`src/rtl/vote_result_reader.sv`:
```
// ----------------------------------------------------------------------------
// vote_result_reader
//
// Purpose:
//   After voting closes (mode=1), a start request takes a snapshot of the four
//   live candidate tallies. The block then presents one record per candidate,
//   in order 1..4, over a valid/ready handshake. When all four records have
//   been accepted, it spends one cycle resolving the winner and tie flag from
//   the snapshot. It then pulses done for one cycle.
//
// Ports:
//   clk                      rising-edge clock
//   reset                    synchronous, active-high reset
//   mode                     0 = voting, 1 = result (readout runs only while 1)
//   start                    readout request, honoured in IDLE with mode=1
//   can_recev_1..4 [CNT_W]   live tallies from the vote counter
//   out_ready                downstream accepts the presented record
//   out_valid                a record is presented
//   out_id [3]               candidate 1..4 of the record, 0 when idle
//   out_count [CNT_W]        snapshot tally of candidate out_id
//   busy                     readout in progress (SEND / RESOLVE)
//   done                     one-cycle completion pulse
//   winner [3]               lowest-numbered candidate with the max tally,
//                            0 when no votes were cast
//   tie                      max non-zero tally held by more than one candidate
// ----------------------------------------------------------------------------
module vote_result_reader #(
   parameter int CNT_W = 8
) (
   input  logic             clk,
   input  logic             reset,
   input  logic             mode,
   input  logic             start,
   input  logic [CNT_W-1:0] can_recev_1,
   input  logic [CNT_W-1:0] can_recev_2,
   input  logic [CNT_W-1:0] can_recev_3,
   input  logic [CNT_W-1:0] can_recev_4,
   input  logic             out_ready,
   output logic             out_valid,
   output logic [2:0]       out_id,
   output logic [CNT_W-1:0] out_count,
   output logic             busy,
   output logic             done,
   output logic [2:0]       winner,
   output logic             tie
);

   localparam int NUM_CAND = 4;

   typedef enum logic [1:0] {
      S_IDLE    = 2'd0,
      S_SEND    = 2'd1,
      S_RESOLVE = 2'd2,
      S_DONE    = 2'd3
   } state_t;

   state_t                           state_q, state_d;
   logic [2:0]                       idx_q, idx_d;
   logic [NUM_CAND-1:0][CNT_W-1:0]   snap_q, snap_d;
   logic [2:0]                       winner_q, winner_d;
   logic                             tie_q, tie_d;

   // Winner/tie evaluation over the snapshot only; live tallies never reach it.
   logic [CNT_W-1:0]                 max_v;
   logic [2:0]                       best_id;
   logic [2:0]                       n_max;
   logic [2:0]                       res_winner;
   logic                             res_tie;

   always_comb begin
      max_v   = snap_q[0];
      best_id = 3'd1;
      // Strict '>' keeps the lowest-numbered candidate on equal tallies.
      for (int i = 1; i < NUM_CAND; i++) begin
         if (snap_q[i] > max_v) begin
            max_v   = snap_q[i];
            best_id = 3'(i + 1);
         end
      end
      n_max = 3'd0;
      for (int i = 0; i < NUM_CAND; i++) begin
         if (snap_q[i] == max_v) n_max = n_max + 3'd1;
      end
      if (max_v == '0) begin
         res_winner = 3'd0;
         res_tie    = 1'b0;
      end else begin
         res_winner = best_id;
         res_tie    = (n_max > 3'd1);
      end
   end

   // Next-state logic
   always_comb begin
      state_d  = state_q;
      idx_d    = idx_q;
      snap_d   = snap_q;
      winner_d = winner_q;
      tie_d    = tie_q;

      unique case (state_q)
         S_IDLE: begin
            if (start && mode) begin
               snap_d  = {can_recev_4, can_recev_3, can_recev_2, can_recev_1};
               idx_d   = 3'd1;
               state_d = S_SEND;
            end
         end
         S_SEND: begin
            // Leaving result mode aborts immediately, even if a record is
            // being accepted on this same edge.
            if (!mode) begin
               idx_d   = 3'd0;
               state_d = S_IDLE;
            end else if (out_ready) begin
               if (idx_q == 3'd4) begin
                  idx_d   = 3'd0;
                  state_d = S_RESOLVE;
               end else begin
                  idx_d = idx_q + 3'd1;
               end
            end
         end
         S_RESOLVE: begin
            // An abort here must leave the previous result untouched.
            if (!mode) begin
               state_d = S_IDLE;
            end else begin
               winner_d = res_winner;
               tie_d    = res_tie;
               state_d  = S_DONE;
            end
         end
         S_DONE: begin
            state_d = S_IDLE;
         end
         default: begin
            state_d = S_IDLE;
         end
      endcase
   end

   always_ff @(posedge clk) begin
      if (reset) begin
         state_q  <= S_IDLE;
         idx_q    <= 3'd0;
         snap_q   <= '0;
         winner_q <= 3'd0;
         tie_q    <= 1'b0;
      end else begin
         state_q  <= state_d;
         idx_q    <= idx_d;
         snap_q   <= snap_d;
         winner_q <= winner_d;
         tie_q    <= tie_d;
      end
   end

   // Outputs are decoded from registered state only, so out_valid has no
   // combinational path from out_ready.
   logic [1:0] rec_sel;
   assign rec_sel = 2'(idx_q - 3'd1);

   always_comb begin
      out_valid = 1'b0;
      out_id    = 3'd0;
      out_count = '0;
      if (state_q == S_SEND) begin
         out_valid = 1'b1;
         out_id    = idx_q;
         out_count = snap_q[rec_sel];
      end
   end

   assign busy   = (state_q == S_SEND) || (state_q == S_RESOLVE);
   assign done   = (state_q == S_DONE);
   assign winner = winner_q;
   assign tie    = tie_q;

endmodule

```
`config.mk`:
```
export PLATFORM = sky130hd
export DESIGN_NAME = vote_result_reader
export DESIGN_NICKNAME = d
export VERILOG_FILES = /design/src/rtl/vote_result_reader.sv
export SDC_FILE = /design/constraint.sdc
export NUM_CORES = 1
export LEC_CHECK = 0
export CORE_MARGIN = 10
export CORE_UTILIZATION = 50
export DETAILED_ROUTE_END_ITERATION = 8
export GPL_TIMING_DRIVEN = 0
export MAX_ROUTING_LAYER = met4
export PLACE_DENSITY = 0.74
export SLEW_MARGIN = 20
export SYNTH_ARGS = -nofsm -noshare
export SYNTH_HDL_FRONTEND = slang
export SYNTH_SLANG_ARGS = --single-unit
```
`constraint.sdc`:
```
create_clock -name clk -period 9.79 [get_ports clk]
set_clock_uncertainty 0.15 [all_clocks]
set_input_delay 0.979 -clock clk [delete_from_list [all_inputs] [get_ports clk]]
set_output_delay 0.979 -clock clk [all_outputs]
set_load 0.01 [all_outputs]
```
==> flow_metrics.tcl, run 1 <==
set metrics [dict create \
    status "complete, no violations" \
    ys_seq_area_frac 0.2076 \
    rsz0062_at_grt "false" \
    hold_class "flip-flop to flip-flop" \
    area_growth_pct 19.43 \
    worstSkewPairLatency_ns 0.30 \
    hold_start "snap_q[8]" \
    h-tree-depth 2 \
    core_area_sq_um 7727 \
    viasPerCell 6.016 \
    gr-total-overflow 0 \
    syn-mean-instance-area_sq_um 7.737 \
    wl_per_cell_um 18.41 \
    synth_cell_types 75 \
    numCtsBuffers 5 \
    drt_iter0_drc 338 \
    crit_required_ns 9.80 \
    die_h_um 108.9 \
    row_count 32 \
    postCtsSetupBuffers 0 \
    portBuffers 52 \
    antenna_found_initial 0 \
    die_w_um 108.9 \
    finalHoldWorstSlack_ns 0.3468 \
    max_slew_margin 0.5687 \
    path_clk_slew_ns 0.08 \
    initial_core_util 0.5117 \
    critPathMaxFanout 10 \
    max_freq_mhz 112.2 \
    powerDensity_nw_per_um2 261.2 \
    root_buffer "clkbuf_8" \
    drtPass1Iterations 5 \
    p_leak_nw 1.805 \
    cp-startpoint "snap_q[3]" \
    dp_hpwl_um 9783 \
    yosysTopAreaCellShare 0.2076 \
    slowest_delay_ns 0.49 \
    hold_end "snap_q[8]" \
    layout_common_cells "nand2_1, clkdlybuf4s50_1, a21oi_1, dfxtp_1, ha_1" \
    drc 0 \
    final_net_count 639 \
    end_kind "flip-flop" \
    cp_common_cell "ha_1" \
    cts_hold_buf 0 \
    crit_type "flip-flop to flip-flop" \
    slowest_stage "dfxtp_1" \
    period_needed_ns 8.911 \
    grt_max_degree 14 \
    final_cell_area_sq_um 4722 \
    synth_cells 511 \
    pin_count 55 \
    final_hold_viol_count 0 \
    synth_ff_type "dfxtp_1" \
    min_period_over_period 0.9102 \
    setup_viol 0 \
    fin_util 0.6111 \
    ant_nets 0 \
    track_usage 0.2165 \
    netlist_area_sq_um 3954 \
    reg2reg_slack_ns 0.88 \
    synth_area_leaders "dfxtp_1, ha_1, nand2_1, a21oi_1, mux4_2" \
    die-area_sq_um 11860 \
    first_global_vias 3921 \
    vdd.ir_drop.worst_uv 129.8 \
    cp-start-kind "flip-flop" \
    grt_pass1_wl_um 19950 \
    cts.sinks 41 \
    cts_tree "done" \
    setup_tns_ns 0 \
    syn-num-nets 580 \
    antennaDiodeCount 0 \
    synth_top_cell_by_area "dfxtp_1" \
    num_vias 4049 \
    synth_edf_count 0 \
    place_area_sq_um 4602 \
    totalWireLength_um 12390 \
    regToRegStartpoint "snap_q[3]" \
    arrival_ns 8.93 \
    hold_depth 2 \
    synth_seq_cells 41 \
    drv_slew 0 \
    r2r-end "tie" \
    rr_worst_depth 35 \
    layout_commonest_cell "nand2_1" \
    maxCapViolCount 0 \
    drive_gt1_frac 0.07005 \
    ys_async_sr_fraction 0 \
    tightest_slew_ns 0.6470 \
    place_congestion 0.9769 \
    clockBufferDepth 2 \
    ctsResizeCount 0 \
    synth_warnings 0 \
]
-- per-stage QoR --
step / power (W) / instances / setup WS, ns
2_1_floorplan: 0.0008993 / 511 / 2.428
3_3_place_gp: 0.001060 / 665 / 1.228
3_5_place_dp: 0.001076 / 665 / 1.001
4_1_cts: 0.001225 / 673 / 0.9531
5_1_grt: 0.001338 / 673 / 0.2069
6_report: 0.001233 / 673 / 0.8789
-- synthesized netlist by cell type, drive strengths merged (4+ instances only) --
cell,count
ha,32
a21boi,7
mux4,8
a22oi,4
clkbuf,24
a31oi,5
dfxtp,41
nand2b,5
and3,6
xor2,12
nor4,6
inv,21
o21ai,23
nand2,89
nor3,7
nand3,15
xnor2,19
nor2b,12
o21bai,4
a21o,4
mux2i,8
and2,16
nor2,28
buf,4
a21oi,51
nand4,7
o31ai,6
o211ai,9
-- cells by family after synthesis --
kind of cell / share of synthesized area
xor gates and xnor gates: 0.06867
buffers and inverters: 0.04937
AOI/OAI and AO/OA: 0.2446
muxes: 0.07278
adders and majority gates: 0.1013
DFF: 0.2076
and+or+nand+nor: 0.2557
-- routing by layer --
layer	vias up	wire (um)	GRT usage
li1	1955	-	-
met1	1876	5395	0.2694
met2	184	5778	0.3505
met3	34	838	0.02950
met4	0	380	0.07721
met5	-	0	-
-- flip-flops by register name, summed over array words and instances (netlist names) --
signal	flops
idx_q	3
winner	3
tie	1
snap_q	32
state_q	2
-- area by class of cell --
class	count	area, sq um
multi-input cells	421	2938
plain buffers	28	116.4
inverters	21	78.83
clock buffers	6	82.58
well taps	102	127.6
fillers	682	3005
repair buffers	52	520.5
clock inverters	2	37.54
flip-flops and latches	41	820.8
-- critical path: cells and delay by family, from the launching register on --
| family | cells | cell delay, ns |
|---|---|---|
| compound gates | 12 | 2.70 |
| simple gates | 12 | 2.54 |
| fa+ha+maj | 5 | 1.34 |
| buf+inv | 4 | 1.01 |
| flops | 1 | 0.49 |
| mux | 1 | 0.42 |
| xor+xnor | 1 | 0.13 |
-- worst max path at each step --
stage                     depth (start not counted)  end  slack [ns]
after floorplan                                  36  tie        2.43
after global placement                           35  tie        1.23
after detailed placement                         35  tie        1.00
after CTS                                        35  tie        0.95
after global routing                             35  tie        0.21
final                                            35  tie        0.88
-- where the power goes --
part | internal, W | leakage [nW] | total [W] | switching, W
Clock | 0.0000830 | 0.0574 | 0.000145 | 0.0000624
Combinational | 0.000388 | 1.41 | 0.000892 | 0.000504
Sequential | 0.000176 | 0.334 | 0.000196 | 0.0000198
Total | 0.000647 | 1.81 | 0.00123 | 0.000586
(Power assumes the default switching activity.)
==> inputs of run 2 (changes only) <==
--- a/config.mk
+++ b/config.mk
@@ -9,9 +9,8 @@
 export CORE_UTILIZATION = 50
 export DETAILED_ROUTE_END_ITERATION = 8
 export GPL_TIMING_DRIVEN = 0
-export MAX_ROUTING_LAYER = met4
 export PLACE_DENSITY = 0.74
-export SLEW_MARGIN = 20
+export SLEW_MARGIN = 10
 export SYNTH_ARGS = -nofsm -noshare
 export SYNTH_HDL_FRONTEND = slang
 export SYNTH_SLANG_ARGS = --single-unit
==> run 2 against run 1 <==
Via count about the same. Die area stayed put. Routed wire length is 0.64% lower. Global-route usage is 0.84 points lower. Critical path depth did not move. Final cell count stayed put. Setup slack got worse by 0.082 ns. Critical path type unchanged.
==> flow_metrics.tcl, run 2 (synthesis gave the netlist of run 1 again) <==
set metrics [dict create \
    first_global_vias 3901 \
    crit_required_ns 9.80 \
    regToRegStartpoint "snap_q[3]" \
    final_net_count 639 \
    p_switching_w 0.0005865 \
    layout_setup_ws_ns 0.7973 \
    max_freq_mhz 111.2 \
    cts_tree "done" \
    finalNonFillerCells 673 \
    maxCapViolCount 0 \
    layout_commonest_cell "nand2_1" \
    setup_tns_ns 0 \
    place_congestion 0.9575 \
    antennaDiodeCount 0 \
    critPathMaxFanout 10 \
    cp_common_cell "ha_1" \
    num_vias 4052 \
    largest_reg_flops 32 \
    drt_iter0_drc 282 \
    grt_pass1_wl_um 19870 \
    row_count 32 \
    track_usage 0.2081 \
    place_inst 665 \
    ctsResizeCount 0 \
    end_kind "flip-flop" \
    dr_wl_met3_um 1032 \
    crit_type "flip-flop to flip-flop" \
    hold_start "snap_q[8]" \
    h-tree-depth 2 \
    drtPass1Iterations 5 \
    layout_common_cells "nand2_1, clkdlybuf4s50_1, a21oi_1, dfxtp_1, ha_1" \
    ant_nets 0 \
    wl_per_cell_um 18.30 \
    p_sw_frac 0.4882 \
    vdd.ir_drop.worst_uv 105.3 \
    hold_depth 2 \
    powerDensity_nw_per_um2 256.2 \
    path_clk_slew_ns 0.08 \
    highest_layer "met4" \
    p_clk_frac 0.092 \
    final_cell_area_sq_um 4690 \
    slowest_delay_ns 0.53 \
    slowest_stage "o21ai_0" \
    period_needed_ns 8.993 \
    numCtsBuffers 5 \
    clockBufferDepth 2 \
    core_area_sq_um 7727 \
    die-area_sq_um 11860 \
    pre_cts_ws_ns 1.039 \
    wl_met1_um 5205 \
    rr_worst_depth 35 \
    die_h_um 108.9 \
    hold_class "flip-flop to flip-flop" \
    fin_util 0.6069 \
    portBuffers 52 \
    max_slew_margin 0.5548 \
    p_leak_nw 1.785 \
    cts_hold_buf 0 \
    postCtsSetupBuffers 0 \
    r2r-end "tie" \
    comb_power_share 0.744 \
    pin_count 55 \
    top_register "snap_q" \
    drv_slew 0 \
    cp-start-kind "flip-flop" \
    totalWireLength_um 12310 \
    min_period_over_period 0.9186 \
    root_buffer "clkbuf_8" \
    dp_hpwl_um 9734 \
    grt_max_degree 14 \
    die_w_um 108.9 \
    cts.sinks 41 \
    worstSkewPairLatency_ns 0.29 \
    area_growth_pct 18.61 \
    antenna_found_initial 0 \
    initial_core_util 0.5117 \
    tightest_slew_ns 0.6607 \
    met2_length_um 5701 \
    seqPwrFrac 0.163 \
    rsz0062_at_grt "false" \
    status "complete, no violations" \
    place_area_sq_um 4602 \
    setup_viol 0 \
    final_hold_viol_count 0 \
    internal-power_w 0.0006148 \
    reg2reg_slack_ns 0.80 \
    arrival_ns 9.01 \
    drive_gt1_frac 0.06830 \
    viasPerCell 6.021 \
    drc 0 \
    hold_end "snap_q[8]" \
    gr-total-overflow 0 \
]
-- run 2: cell type report --
type | instances | area, sq um
timing repair buffer | 52 | 520.5
inverter | 21 | 78.83
clock buffer | 6 | 72.57
sequential | 41 | 820.8
clock inverter | 2 | 15.01
fill | 694 | 3038
buffer | 28 | 116.4
tap | 102 | 127.6
multi-input combinational | 421 | 2938
-- run 2: worst max-delay path, delay by kind of cell (launching register included) --
family	cells	cell delay (ns)
adder cells (fa/ha/maj)	5	1.35
XOR/XNOR	1	0.14
AO/OA/AOI/OAI	12	2.69
multiplexers	1	0.41
AND/OR/NAND/NOR	12	2.63
buffers and inverters	4	0.99
flip-flops	1	0.48
-- run 2: power by group through the flow --
stage	clock (W)	combinational [W]	sequential (W)
6_report	0.000111	0.000894	0.000196
5_1_grt	0.000119	0.000989	0.000197
4_1_cts	0.000112	0.000885	0.000195
3_5_place_dp	0	0.000878	0.000199
3_3_place_gp	0	0.000861	0.000198
2_1_floorplan	0	0.000709	0.000190
-- run 2: layer usage --
layer,vias up,GRT usage
li1,1950,-
met5,-,0
met3,32,0.03658
met2,189,0.3466
met4,0,0.07439
met1,1881,0.2634
-- run 2: worst max-delay path by stage --
stage,slack (ns),endpoint,depth (start not counted),start
floorplan,2.43,tie,36,snap_q[3]
global placement,1.24,tie,35,snap_q[3]
detailed placement,1.04,tie,35,snap_q[3]
CTS,0.99,tie,35,snap_q[3]
global route,0.27,tie,35,snap_q[3]
finish,0.80,tie,35,snap_q[3]
-- run 2: through the flow --
stage,total power [W],hold WS (ns)
2_1_floorplan,0.0008993,0.3071
3_3_place_gp,0.001059,0.3355
3_5_place_dp,0.001077,0.3336
4_1_cts,0.001191,0.3476
5_1_grt,0.001304,0.3958
6_report,0.001201,0.3495
==> RTL change 1, RTL diff (flow settings as in run 2) <==
Reset style: asynchronous (`reset`), changed in one clocked block. Comments in the files are not updated.
--- a/src/rtl/vote_result_reader.sv
+++ b/src/rtl/vote_result_reader.sv
@@ -141,5 +141,5 @@
    end
 
-   always_ff @(posedge clk) begin
+   always_ff @(posedge clk or posedge reset) begin
       if (reset) begin
          state_q  <= S_IDLE;
Behaviour: differs if reset is asserted again (counterexample within 4 cycles, from zero or initial values and one cycle with reset high); with reset held inactive, the same outputs for 4 cycles.
==> RTL change 1 against run 2 <==
Fmax increased by 7.9%. Wire length decreased by 13%. Worst hold slack got worse by 0.0016 ns. Largest cell class unchanged. Critical path type unchanged. Sequential cell count stayed put. Design area is 3.1% lower. Synthesized area shrank 5.1%. Count of clock-buffer cells in the layout is 1 higher. Highest routed layer unchanged. Synthesized cell count is 26% lower. Die area shrank 4.2%. Worst setup slack improved by 0.66 ns.
Power is left out: the tool's default activity adds up to more than one toggle a clock period on the data nets, which glitch-free logic cannot reach.
==> RTL change 1: results (changes against run 2) <==
Worst Path Arrival: 8.38 ns (-0.63 ns)
Routed WL: 10730 um (-13%)
RR Startpoint: snap_q[3]
number of nets in the layout: 509 (-20%)
initial antenna violation count: 0 (unchanged)
first-pass GRT wire length: 17060 um (-14%)
slowest CP cell: mux2i_1
Top reg by flops: snap_q
max-cap viol count: 0 (unchanged)
H-Tree Depth: 2 (unchanged)
min-delay worst type: reg -> reg
Worst Hold Endpoint: winner[0]
1st-pass router iterations: 5 (unchanged)
vias in the first global route: 3254 (-17%)
crit path kind: reg -> reg
reg2reg end: tie
path depth of the worst reg2reg path: 34 (-2.9%)
number of diodes: 0 (unchanged)
fraction of layout cells with a size suffix above 1: 17.50% (+11 points)
Yosys cell types: 66 (-12%)
clock buffer count from CTS: 5 (unchanged)
Crit path max-delay family: compound AO/OA/AOI/OAI gates
Hold Path Origin: winner[0]
Yosys Warn Count: 0 (unchanged)
cts repair resizes: 0 (unchanged)
via count: 3186 (-21%)
slowest stage delay, CP: 0.55 ns (+0.02 ns)
Detailed Route Iter0 Violations: 184 (-35%)
Syn Nets: 448 (-23%)
Synth async-reset ratio: 100.0% (+100 points)
setup slack, reg-to-reg: 1.45 ns (+0.66 ns)
Fill cells: 641 (-7.6%)
port buffer count: 53 (+1.9%)
pin count of the biggest net entering global routing: 41 (+27)
final hold slack: 0.3479 ns (-0.001627 ns)
GP Congestion: 0.9516 (-0.62%)
status: complete, no violations
root buf cell: clkbuf_8
CP max FO: 10 (unchanged)
Clock transition at path regs: 0.08 ns (about the same)
Clk Latency, worst-skew pair: 0.30 ns
GR Util All Layers: 18.78% (-2.0 points)
Max Buffers Root-to-Sink: 2 (unchanged)
# Post-CTS Setup Buffers: 0 (unchanged)
most frequent cells after synthesis: dfrtp_1 (41), inv_1 (35), mux2_2 (34)
Final HPWL DP: 8535 um (-12%)
register area share after synthesis: 27.35% (+6.6 points)
Synth area leaders: dfrtp_1 (27%), ha_1 (11%), mux2_2 (10%)
WHS Path Cells: 1 (-1)
Slew @ Worst Pin: 0.6534 ns (-0.007391 ns)
Largest register FFs: 32 (unchanged)
RTL change 1: cell count changes in the layout (fill, tap and decap cells not counted), sizes merged, moves of 7 or more:
cell / change
a21boi: -7
nand3: -8
mux2: +33
a21oi: -33
nor2b: -9
clkbuf: -13
nor2: -16
dfxtp: -41
dfrtp: +41
o21ai: -12
nand2: -78
inv: +14
RTL change 1: worst max path at each step:
stage | end | slack (ns) | depth (start not counted)
5_1_grt | tie | 1.10 | 34
2_1_floorplan | tie | 2.73 | 34
6_report | tie | 1.45 | 34
3_5_place_dp | tie | 1.64 | 34
4_1_cts | tie | 1.60 | 34
3_3_place_gp | tie | 1.71 | 34
RTL change 1: area by class of cell:
class,count,area share [%]
Multi-Input combinational cell,283,55.10
Sequential cell,41,22.59
Timing Repair Buffer,54,12.12
Inverter,35,2.893
Tap cell,99,2.727
Buffer,19,2.011
Clock buffer,7,1.901
Clock inverter,1,0.6612
RTL change 1: routing by layer:
metal / track usage [%] / vias up / wire [um]
li1: - / 1506 / -
met1: 24.24 / 1543 / 4631
met2: 31.56 / 126 / 5184
met3: 3.114 / 11 / 772
met4: 5.319 / 0 / 137
met5: 0 / - / 0
RTL change 1: logic make-up after synthesis:
family | Yosys count | synth area share, %
xor+xnor | 34 | 7.939
buf+inv | 54 | 5.937
compound gates | 77 | 15.78
flops | 41 | 27.35
mux | 53 | 18.28
fa+ha+maj | 33 | 11.01
simple gates | 86 | 13.71
RTL change 1: per-stage QoR:
stage | area (um^2) | util [%] | std cells | setup slack [ns]
global route | 4542 | 62.29 | 539 | 1.103
floorplan | 3751 | - | 378 | 2.727
global placement | 4405 | 60.42 | 530 | 1.711
detailed placement | 4425 | 60.69 | 531 | 1.639
finish | 4542 | 62.29 | 539 | 1.453
CTS | 4542 | 62.29 | 539 | 1.600
==> RTL change 2, RTL diff (settings of run 2) <==
Made on the original files. Set the parameter `CNT_W` to 6 (it was 8).
--- a/src/rtl/vote_result_reader.sv
+++ b/src/rtl/vote_result_reader.sv
@@ -26,5 +26,5 @@
 // ----------------------------------------------------------------------------
 module vote_result_reader #(
-   parameter int CNT_W = 8
+   parameter int CNT_W = 6
 ) (
    input  logic             clk,
Ports: changed (5 resized); port bits go from 55 to 45. The function was not compared with the original's and may differ.
==> RTL change 2 against run 2 <==
Design area is 24% lower. Worst setup slack better by 0.35 ns. Total power is 27% lower. Combinational power is 29% lower. Worst hold slack worse by 0.018 ns. Sequential cell count is 8 lower. Wire length is 32% lower. Synthesized area is 25% lower. Highest routed layer unchanged.
==> RTL change 2: results (changes against run 2) <==
Relative slew margins: 57.39% (+1.9 points)
Hold Path Origin: snap_q[5]
Final clock-cell share: 2.074% (+0.21 points)
Final HPWL DP: 6768 um (-30%)
first-pass GRT wire length: 13920 um (-30%)
Fill cells: 491 (-29%)
met1 Use GR: 21.30% (-5.0 points)
Detailed Route Iter0 Violations: 248 (-12%)
Clk Latency, worst-skew pair: 0.27 ns (-0.02 ns)
internal power: 0.0004611 W (-25%)
GR Util All Layers: 17.19% (-3.6 points)
DR WL met3: 504 um (-51%)
sequential cell area share: 18.56% (+1.1 points)
Logic inverters: 20 (-4.8%)
Multi-Input Combinational: 311 (-26%)
Max IR drop VDD: 0.0001878 V (+78%)
multi-input combinational area share: 60.35% (-2.3 points)
mux cell area share after synthesis: 6.076% (-1.2 points)
path depth of the worst reg2reg path: 33 (-5.7%)
Largest register FFs: 24 (-25%)
number of nets in the layout: 487 (-24%)
slowest CP cell: o31ai_1
Worst Hold Endpoint: snap_q[5]
Synth Area in XOR/XNOR: 7.089% (+0.22 points)
FF+latch count, synth: 33 (-20%)
Yosys cell types: 62 (-17%)
status: complete, no violations
setup slack, reg-to-reg: 1.15 ns (+0.35 ns)
vias in the first global route: 2814 (-28%)
average routed wire per standard cell: 16.66 um (-8.9%)
Non-CTS buffers: 62 (-23%)
H-Tree Depth: 2 (unchanged)
pin count of the biggest net entering global routing: 11 (-3)
port buffer count: 43 (-17%)
M1 wire length: 3664 um (-30%)
synthesized-area fraction occupied by adder cells: 10.55% (+0.42 points)
GP Congestion: 0.9218 (-3.7%)
slowest stage delay, CP: 0.58 ns (+0.05 ns)
most frequent cells after synthesis: nand2_1 (63), a21oi_1 (45), dfxtp_1 (33)
fraction of layout cells with a size suffix above 1: 8.565% (+1.7 points)
wire length on met2: 4145 um (-27%)
Leakage: 1.334 nW (-25%)
Syn Nets: 437 (-25%)
Worst Path Arrival: 8.69 ns (-0.32 ns)
via count: 2924 (-28%)
met2 GRT Util: 29.24% (-5.4 points)
[RTL change 2: cell types whose count changed after synthesis, moves of 6 or more]
cell / run 2 / this run
nor2b_1: 12 / 2
clkbuf_1: 24 / 14
o211ai_1: 8 / 2
dfxtp_1: 41 / 33
o21ai_0: 19 / 7
ha_1: 32 / 25
nand2_1: 87 / 63
[RTL change 2: worst reg2reg max path, delay by kind of cell (launching register included)]
kind                     cells  cell delay [ns]
AND/OR/NAND/NOR             11             1.87
multiplexers                 2             0.76
AO/OA/AOI/OAI               10             2.89
buffers and inverters        3             0.78
flip-flops                   1             0.37
adder cells (fa/ha/maj)      5             1.46
XOR/XNOR                     2             0.27
[RTL change 2: power by group through the flow]
| stage | Sequential, W | Combinational (W) | Clock [W] |
|---|---|---|---|
| final | 0.000153 | 0.000632 | 0.0000914 |
| after detailed placement | 0.000156 | 0.000625 | 0 |
| after CTS | 0.000153 | 0.000628 | 0.0000946 |
| after floorplan | 0.000152 | 0.000501 | 0 |
| after global routing | 0.000154 | 0.000701 | 0.000101 |
| after global placement | 0.000155 | 0.000609 | 0 |
[RTL change 2: worst max-delay path by stage]
| stage | from | to |
|---|---|---|
| floorplan | snap_q[3] | tie |
| global placement | snap_q[3] | tie |
| detailed placement | snap_q[3] | tie |
| global route | snap_q[3] | tie |
| finish | snap_q[3] | tie |
| CTS | snap_q[3] | tie |
[RTL change 2: per-stage QoR]
step	setup WS, ns	instance area, um^2	cells	power (W)	hold slack [ns]
final	1.149	3560	504	0.0008766	0.3311
after CTS	1.164	3560	504	0.0008758	0.3241
after detailed placement	1.217	3486	498	0.0007811	0.3194
after global placement	1.397	3486	498	0.0007643	0.3086
after floorplan	2.425	2965	383	0.0006533	0.2961
after global routing	0.5675	3560	504	0.0009558	0.3694
